File: src/rtl/instr_decode_stage_if.sv
// Handshake and decoded-field bundle between fetch, the decode stage and the register file / control unit.
// master drives the fetch side and consumes the decoded beat; slave is the decode stage itself.
interface instr_decode_stage_if #(
  parameter int INSTR_LEN  = 32,
  parameter int DATA_WIDTH = 64,
  parameter int PC_WIDTH   = 64,
  parameter int CNT_WIDTH  = 16
);
  logic                  flush;
  logic                  in_valid;
  logic                  in_ready;
  logic [INSTR_LEN-1:0]  instruction;
  logic [PC_WIDTH-1:0]   pc_in;
  logic                  out_valid;
  logic                  out_ready;
  logic [10:0]           opcode;
  logic [4:0]            rm_num;
  logic [4:0]            rn_num;
  logic [4:0]            rd_num;
  logic [8:0]            address;
  logic [2:0]            fmt;
  logic [DATA_WIDTH-1:0] imm_ext;
  logic [PC_WIDTH-1:0]   pc_out;
  logic [CNT_WIDTH-1:0]  illegal_cnt;

  modport master (
    output flush, in_valid, instruction, pc_in, out_ready,
    input  in_ready, out_valid, opcode, rm_num, rn_num, rd_num, address,
           fmt, imm_ext, pc_out, illegal_cnt
  );

  modport slave (
    input  flush, in_valid, instruction, pc_in, out_ready,
    output in_ready, out_valid, opcode, rm_num, rn_num, rd_num, address,
           fmt, imm_ext, pc_out, illegal_cnt
  );
endinterface

File: src/rtl/instr_decode_stage.sv
// LEGv8 decode stage: combinational field split / format classification feeding a
// two-entry (OUT + SKID) buffer so in_ready is registered and throughput stays 1 beat/cycle.
module instr_decode_stage #(
  parameter int INSTR_LEN  = 32,
  parameter int DATA_WIDTH = 64,
  parameter int PC_WIDTH   = 64,
  parameter int CNT_WIDTH  = 16
) (
  input  logic                  clk,
  input  logic                  rst,
  instr_decode_stage_if.slave   bus
);

  localparam logic [2:0] FMT_ILLEGAL = 3'd0;
  localparam logic [2:0] FMT_R       = 3'd1;
  localparam logic [2:0] FMT_I       = 3'd2;
  localparam logic [2:0] FMT_D       = 3'd3;
  localparam logic [2:0] FMT_B       = 3'd4;
  localparam logic [2:0] FMT_CB      = 3'd5;
  localparam logic [2:0] FMT_IW      = 3'd6;

  typedef struct packed {
    logic [10:0]           opcode;
    logic [4:0]            rm_num;
    logic [4:0]            rn_num;
    logic [4:0]            rd_num;
    logic [8:0]            address;
    logic [2:0]            fmt;
    logic [DATA_WIDTH-1:0] imm_ext;
    logic [PC_WIDTH-1:0]   pc;
  } beat_t;

  typedef enum logic [1:0] {
    ST_EMPTY = 2'd0,
    ST_ONE   = 2'd1,
    ST_FULL  = 2'd2
  } state_t;

  logic [31:0]          instr_s;
  beat_t                dec_s;
  beat_t                out_r;
  beat_t                skid_r;
  state_t               state_r;
  state_t               state_nx_s;
  logic                 out_valid_r;
  logic                 in_ready_r;
  logic                 accept_s;
  logic                 load_out_in_s;
  logic                 load_out_skid_s;
  logic                 load_skid_s;
  logic [CNT_WIDTH-1:0] illegal_cnt_r;

  assign instr_s  = bus.instruction[31:0];
  assign accept_s = bus.in_valid && in_ready_r && !bus.flush;

  // Split fields and classify format; match order resolves overlapping opcode ranges.
  always_comb begin
    dec_s         = '0;
    dec_s.opcode  = instr_s[31:21];
    dec_s.rm_num  = instr_s[20:16];
    dec_s.rn_num  = instr_s[9:5];
    dec_s.rd_num  = instr_s[4:0];
    dec_s.address = instr_s[20:12];
    dec_s.pc      = bus.pc_in;
    if (instr_s[31:26] == 6'b000101) begin
      dec_s.fmt     = FMT_B;
      dec_s.imm_ext = {{(DATA_WIDTH-26){instr_s[25]}}, instr_s[25:0]};
    end else if (instr_s[31:25] == 7'b1011010) begin
      dec_s.fmt     = FMT_CB;
      dec_s.imm_ext = {{(DATA_WIDTH-19){instr_s[23]}}, instr_s[23:5]};
    end else if (instr_s[31:23] == 9'b110100101) begin
      dec_s.fmt     = FMT_IW;
      dec_s.imm_ext = {{(DATA_WIDTH-16){1'b0}}, instr_s[20:5]};
    end else if ((instr_s[31:22] == 10'b1001000100) || (instr_s[31:22] == 10'b1101000100)) begin
      dec_s.fmt     = FMT_I;
      dec_s.imm_ext = {{(DATA_WIDTH-12){1'b0}}, instr_s[21:10]};
    end else if ((instr_s[31:21] == 11'd1986) || (instr_s[31:21] == 11'd1984)) begin
      dec_s.fmt     = FMT_D;
      dec_s.imm_ext = {{(DATA_WIDTH-9){instr_s[20]}}, instr_s[20:12]};
    end else if (instr_s[31:21] inside {11'd1112, 11'd1624, 11'd1104, 11'd1360, 11'd1691, 11'd1690}) begin
      dec_s.fmt     = FMT_R;
      dec_s.imm_ext = {{(DATA_WIDTH-6){1'b0}}, instr_s[15:10]};
    end else begin
      dec_s.fmt     = FMT_ILLEGAL;
      dec_s.imm_ext = '0;
    end
  end

  // Buffer next-state and load selects; flush overrides any accept or drain.
  always_comb begin
    state_nx_s      = state_r;
    load_out_in_s   = 1'b0;
    load_out_skid_s = 1'b0;
    load_skid_s     = 1'b0;
    if (bus.flush) begin
      state_nx_s = ST_EMPTY;
    end else begin
      case (state_r)
        ST_EMPTY: begin
          if (accept_s) begin
            state_nx_s    = ST_ONE;
            load_out_in_s = 1'b1;
          end else begin
            state_nx_s = ST_EMPTY;
          end
        end
        ST_ONE: begin
          if (accept_s && bus.out_ready) begin
            state_nx_s    = ST_ONE;
            load_out_in_s = 1'b1;
          end else if (accept_s) begin
            state_nx_s  = ST_FULL;
            load_skid_s = 1'b1;
          end else if (bus.out_ready) begin
            state_nx_s = ST_EMPTY;
          end else begin
            state_nx_s = ST_ONE;
          end
        end
        ST_FULL: begin
          if (bus.out_ready) begin
            state_nx_s      = ST_ONE;
            load_out_skid_s = 1'b1;
          end else begin
            state_nx_s = ST_FULL;
          end
        end
        default: begin
          state_nx_s = ST_EMPTY;
        end
      endcase
    end
  end

  // State register with handshake flags registered from the next state.
  always_ff @(posedge clk) begin
    if (rst) begin
      state_r     <= ST_EMPTY;
      out_valid_r <= 1'b0;
      in_ready_r  <= 1'b1;
    end else begin
      state_r     <= state_nx_s;
      out_valid_r <= (state_nx_s != ST_EMPTY);
      in_ready_r  <= (state_nx_s != ST_FULL);
    end
  end

  // Payload registers and saturating illegal counter (flush leaves the count alone).
  always_ff @(posedge clk) begin
    if (rst) begin
      out_r         <= '0;
      skid_r        <= '0;
      illegal_cnt_r <= '0;
    end else begin
      if (load_out_in_s) begin
        out_r <= dec_s;
      end else if (load_out_skid_s) begin
        out_r <= skid_r;
      end else begin
        out_r <= out_r;
      end
      if (load_skid_s) begin
        skid_r <= dec_s;
      end else begin
        skid_r <= skid_r;
      end
      if (accept_s && (dec_s.fmt == FMT_ILLEGAL) && (illegal_cnt_r != {CNT_WIDTH{1'b1}})) begin
        illegal_cnt_r <= illegal_cnt_r + CNT_WIDTH'(1'b1);
      end else begin
        illegal_cnt_r <= illegal_cnt_r;
      end
    end
  end

  assign bus.in_ready    = in_ready_r;
  assign bus.out_valid   = out_valid_r;
  assign bus.opcode      = out_r.opcode;
  assign bus.rm_num      = out_r.rm_num;
  assign bus.rn_num      = out_r.rn_num;
  assign bus.rd_num      = out_r.rd_num;
  assign bus.address     = out_r.address;
  assign bus.fmt         = out_r.fmt;
  assign bus.imm_ext     = out_r.imm_ext;
  assign bus.pc_out      = out_r.pc;
  assign bus.illegal_cnt = illegal_cnt_r;

endmodule

File: src/flat_wrapper.sv
// flat-port wrapper written by rule: the top's interface ports become plain ports
module instr_decode_stage_flat 
#(
  parameter int INSTR_LEN  = 32,
  parameter int DATA_WIDTH = 64,
  parameter int PC_WIDTH   = 64,
  parameter int CNT_WIDTH  = 16
)
  (clk, rst, bus_flush, bus_in_valid, bus_instruction, bus_pc_in, bus_out_ready, bus_in_ready, bus_out_valid, bus_opcode, bus_rm_num, bus_rn_num, bus_rd_num, bus_address, bus_fmt, bus_imm_ext, bus_pc_out, bus_illegal_cnt);
  instr_decode_stage_if #(.INSTR_LEN(INSTR_LEN), .DATA_WIDTH(DATA_WIDTH), .PC_WIDTH(PC_WIDTH), .CNT_WIDTH(CNT_WIDTH)) bus_i ();
  input  logic clk;
  input  logic rst;
  input wire logic [$bits(bus_i.flush)-1:0] bus_flush;
  input wire logic [$bits(bus_i.in_valid)-1:0] bus_in_valid;
  input wire logic [$bits(bus_i.instruction)-1:0] bus_instruction;
  input wire logic [$bits(bus_i.pc_in)-1:0] bus_pc_in;
  input wire logic [$bits(bus_i.out_ready)-1:0] bus_out_ready;
  output wire logic [$bits(bus_i.in_ready)-1:0] bus_in_ready;
  output wire logic [$bits(bus_i.out_valid)-1:0] bus_out_valid;
  output wire logic [$bits(bus_i.opcode)-1:0] bus_opcode;
  output wire logic [$bits(bus_i.rm_num)-1:0] bus_rm_num;
  output wire logic [$bits(bus_i.rn_num)-1:0] bus_rn_num;
  output wire logic [$bits(bus_i.rd_num)-1:0] bus_rd_num;
  output wire logic [$bits(bus_i.address)-1:0] bus_address;
  output wire logic [$bits(bus_i.fmt)-1:0] bus_fmt;
  output wire logic [$bits(bus_i.imm_ext)-1:0] bus_imm_ext;
  output wire logic [$bits(bus_i.pc_out)-1:0] bus_pc_out;
  output wire logic [$bits(bus_i.illegal_cnt)-1:0] bus_illegal_cnt;
  assign bus_i.flush = bus_flush;
  assign bus_i.in_valid = bus_in_valid;
  assign bus_i.instruction = bus_instruction;
  assign bus_i.pc_in = bus_pc_in;
  assign bus_i.out_ready = bus_out_ready;
  assign bus_in_ready = bus_i.in_ready;
  assign bus_out_valid = bus_i.out_valid;
  assign bus_opcode = bus_i.opcode;
  assign bus_rm_num = bus_i.rm_num;
  assign bus_rn_num = bus_i.rn_num;
  assign bus_rd_num = bus_i.rd_num;
  assign bus_address = bus_i.address;
  assign bus_fmt = bus_i.fmt;
  assign bus_imm_ext = bus_i.imm_ext;
  assign bus_pc_out = bus_i.pc_out;
  assign bus_illegal_cnt = bus_i.illegal_cnt;
  instr_decode_stage #(.INSTR_LEN(INSTR_LEN), .DATA_WIDTH(DATA_WIDTH), .PC_WIDTH(PC_WIDTH), .CNT_WIDTH(CNT_WIDTH)) u_core (.clk(clk), .rst(rst), .bus(bus_i));
endmodule
File: config.mk
export PLATFORM = sky130hd
export DESIGN_NAME = instr_decode_stage_flat
export DESIGN_NICKNAME = d
export VERILOG_FILES = /design/src/rtl/instr_decode_stage_if.sv /design/src/rtl/instr_decode_stage.sv /design/src/flat_wrapper.sv
export SDC_FILE = /design/constraint.sdc
export NUM_CORES = 1
export LEC_CHECK = 0
export ABC_AREA = 1
export CAP_MARGIN = 10
export CORE_AREA = 2 2 180 164
export CTS_CLUSTER_DIAMETER = 40
export DETAILED_ROUTE_END_ITERATION = 10
export DIE_AREA = 0 0 182 166
export PLACE_DENSITY = 0.73
export SLEW_MARGIN = 0
export SYNTH_ARGS = -nofsm -noshare
export SYNTH_HDL_FRONTEND = slang
export SYNTH_SLANG_ARGS = --single-unit
File: constraint.sdc
create_clock -name clk -period 1.77 [get_ports clk]
set_input_delay 0.2655 -clock clk [delete_from_list [all_inputs] [get_ports clk]]
set_output_delay 0.2655 -clock clk [all_outputs]
set_load 0.02 [all_outputs]
==> flow_metrics.py <==
metrics = {
    "place": {
        "place_congestion": 0.921,
        "placed_area_sq_um": 15200,
        "hpwlAfterDp_microns": 24800,
        "dp.cells": 2217,
        "pre_cts_ws_ps": -553,
        "port_buffers": 284,
    },
    "timing": {
        "holdWs_ps": 86.0,
        "max_freq_mhz": 523,
        "fin_crit_sh": 1.08,
        "drv_slew": 0,
        "hold_viol": 0,
        "finalSetupViolCount": 199,
        "rsz0062_at_grt": "yes",
        "layout_min_cycle_time_ps": 1910,
        "relSlewSlack": 0.519,
        "setup_ws_ps": -142,
        "timing.setup.tns_ps": -6070,
        "finClkSkew_ps": 14.4,
        "worstMarginPinSlew_ps": 721,
    },
    "worst_setup_path": {
        "cp_max_fo": 6,
        "criticalPathCategory": "reg2reg",
        "worstPathRequired_ps": 2230,
        "cp.arrival_ps": 2370,
        "startpoint_type": "register",
        "endpoint_kind": "register",
    },
    "floorplan": {
        "die_h_microns": 166,
        "core_area_sq_um": 28500,
        "die-area_sq_um": 30200,
        "start_util": 0.402,
        "fp.dieW_microns": 182,
        "ioPinCount": 285,
        "rows": 59,
    },
    "clock_tree": {
        "cts.clk_slew.worst_paths_ps": 60,
        "cts_tree": "built",
        "cts_root_buffer": "clkbuf_16",
        "clk_path_buf_depth": 3,
        "clock_latency_ps": 520,
        "clock-sinks": 266,
        "cts_buffers": 40,
        "cts_max_level": 2,
    },
    "routing": {
        "routed_wl_microns": 39400,
        "ant_nets": 0,
        "vias_per_cell": 5.29,
        "dr.first_iter.drc_count": 980,
        "routedWlPerCell_microns": 17.0,
        "drt-pass1-iter-count": 5,
        "drc": 0,
        "via_count": 12259,
    },
    "power": {
        "switching_share": 0.242,
        "p_leak_nw": 7.47,
        "irDropWorstVdd_uv": 874,
        "pwr-share-clk": 0.523,
        "seq_power_share": 0.391,
        "p_switching_mw": 3.82,
        "combPwrFrac": 0.087,
        "power.total_mw": 15.8,
        "p_int_mw": 12.0,
        "power_density_nw_per_um2": 896,
    },
    "min_path": {
        "min_path_type": "in2reg",
    },
    "synth": {
        "yosysUniqueCellTypes": 28,
        "syn_avg_cell_area_sq_um": 7.15,
        "synth.cell_area_sq_um": 11500,
        "ys_ff_latch": 266,
        "syn_inst": 1601,
        "synth_warnings": 0,
        "syn-num-nets": 1705,
        "synth-seq-area-share": 0.465,
    },
    "status": {
        "status": "finished with violations",
        "violations": "negative setup slack",
    },
    "final_layout": {
        "stdcell_count": 2319,
        "drive_gt1_frac": 0.171,
        "nets": 2027,
        "fillers": 2442,
        "area_growth_pct": 54.0,
        "post-route-util": 0.619,
        "final_area_sq_um": 17600,
        "antenna_cells": 0,
    },
    "flow_run": {
        "drv_cap": 0,
    },
    "global_routing": {
        "grt_util_all_layers": 0.237,
        "grt_max_degree": 126,
        "grt_remaining_overflow": 0,
        "grt_pass1_wl_microns": 59200,
        "antenna_found_initial": 0,
        "grt_pass1_vias": 11609,
    },
}
-- worst max-delay path: stages (launching register included) --
cell       delay, ps
dfxtp_2          350
nand2_2           70
nor2_4           190
buf_6            140
ha_4             140
nand2_4           60
nor2_4           200
buf_6            130
clkbuf_16        140
buf_12           130
nor2_4            30
nor2_2           100
o21ai_2           80
inv_1             90
-- synth_stat cells, drive strengths merged --
library cell    n  area share
inv            81       0.027
o21ai         194       0.085
xor2            5      0.0038
ha              3      0.0033
nand4          24       0.013
a22oi          12      0.0079
nor3            9      0.0039
clkbuf         79       0.026
dfxtp         266        0.47
nand3b          2      0.0013
a21oi         135       0.060
xnor2           5      0.0038
o211ai         12      0.0079
nand3          43       0.020
clkinv          1     0.00033
buf            67       0.039
a31oi          62       0.034
nand2         377        0.12
nor2          224       0.076
-- power groups by stage --
| stage | sequential [mW] | clock, mW | combinational, mW |
|---|---|---|---|
| finish | 6.17 | 8.25 | 1.37 |
| floorplan | 6.40 | 0 | 0.405 |
| CTS | 6.17 | 8.36 | 1.29 |
| global placement | 6.29 | 0 | 1.26 |
| detailed placement | 6.29 | 0 | 1.27 |
| global route | 6.18 | 8.64 | 1.46 |
-- cells by family (layout without fill, tap and decap cells) --
group / count (synthesis) / after routing / synth area share
XOR/XNOR: 10 / 10 / 0.00765
AND/OR/NAND/NOR: 679 / 680 / 0.238
AO/OA/AOI/OAI: 415 / 415 / 0.194
buffers and inverters: 228 / 579 / 0.0916
flip-flops: 266 / 266 / 0.465
adder cells (fa/ha/maj): 3 / 3 / 0.00328
-- cell type report --
| class | count | area [sq um] | area share |
|---|---|---|---|
| Clock inverter | 25 | 315 | 0.0179 |
| Timing Repair Buffer | 425 | 4630 | 0.262 |
| Sequential cell | 266 | 5330 | 0.302 |
| Clock buffer | 47 | 1100 | 0.0623 |
| Multi-Input combinational cell | 1108 | 5470 | 0.310 |
| Tap cell | 366 | 458 | 0.0260 |
| Inverter | 82 | 339 | 0.0192 |
-- cell usage in the layout (no fill, tap or decap), drive strengths merged --
cell	synthesis	routed
dlygate4sd2	0	95
ha	3	3
a31oi	62	62
a22oi	12	12
dfxtp	266	266
nor3	9	9
nand3b	2	2
nand2	377	377
o21ai	194	194
bufbuf	0	1
nand4	24	24
xor2	5	5
clkbuf	79	59
nand3	43	43
clkdlybuf4s50	0	188
bufinv	0	5
a21oi	135	135
clkinvlp	0	6
clkinv	1	10
xnor2	5	5
nor2	224	225
inv	81	86
o211ai	12	12
buf	67	129
-- registers in the layout, summed over array words and instances (netlist names) --
| name | count |
|---|---|
| u_core.bus.out_valid | 1 |
| u_core.bus.imm_ext | 26 |
| u_core.bus.pc_out | 64 |
| u_core.bus.rd_num | 5 |
| u_core.bus.address | 9 |
| u_core.bus.fmt | 3 |
| u_core.bus.opcode | 11 |
| u_core.bus.rn_num | 5 |
| u_core.bus.illegal_cnt | 16 |
| u_core.skid_r | 123 |
| u_core.state_r | 2 |
| u_core.bus.in_ready | 1 |
-- routing by layer --
metal	GRT usage	part of all wire	vias to the layer above
li1	-	-	5924
met1	0.301	0.42	5733
met2	0.386	0.46	510
met3	0.0601	0.080	92
met4	0.0919	0.032	0
met5	0	0	-
-- what timing repair did --
item | in CTS | in global routing
gates resized for setup | 140 | 169
hold buffers | 0 | 0
cloned | 4 | 16
buffers inserted | 4 | 6
endpoints found under the setup margin | 321 | 303
pin swaps | 32 | 19
-- path summary, 6_finish.rpt --
kind / from / end / slack [ps] / cells past startpoint
setup / recovery: u_core.bus.in_ready / u_core.skid_r[75] / -140 / 13
hold / removal: rst / u_core.bus.pc_out[27] / 90 / 2
setup reg to reg: u_core.bus.in_ready / u_core.skid_r[75] / -140 / 13
hold reg to reg: u_core.bus.opcode[0] / u_core.bus.opcode[0] / 480 / 2
Note: power is estimated with default switching activity, not from simulation.
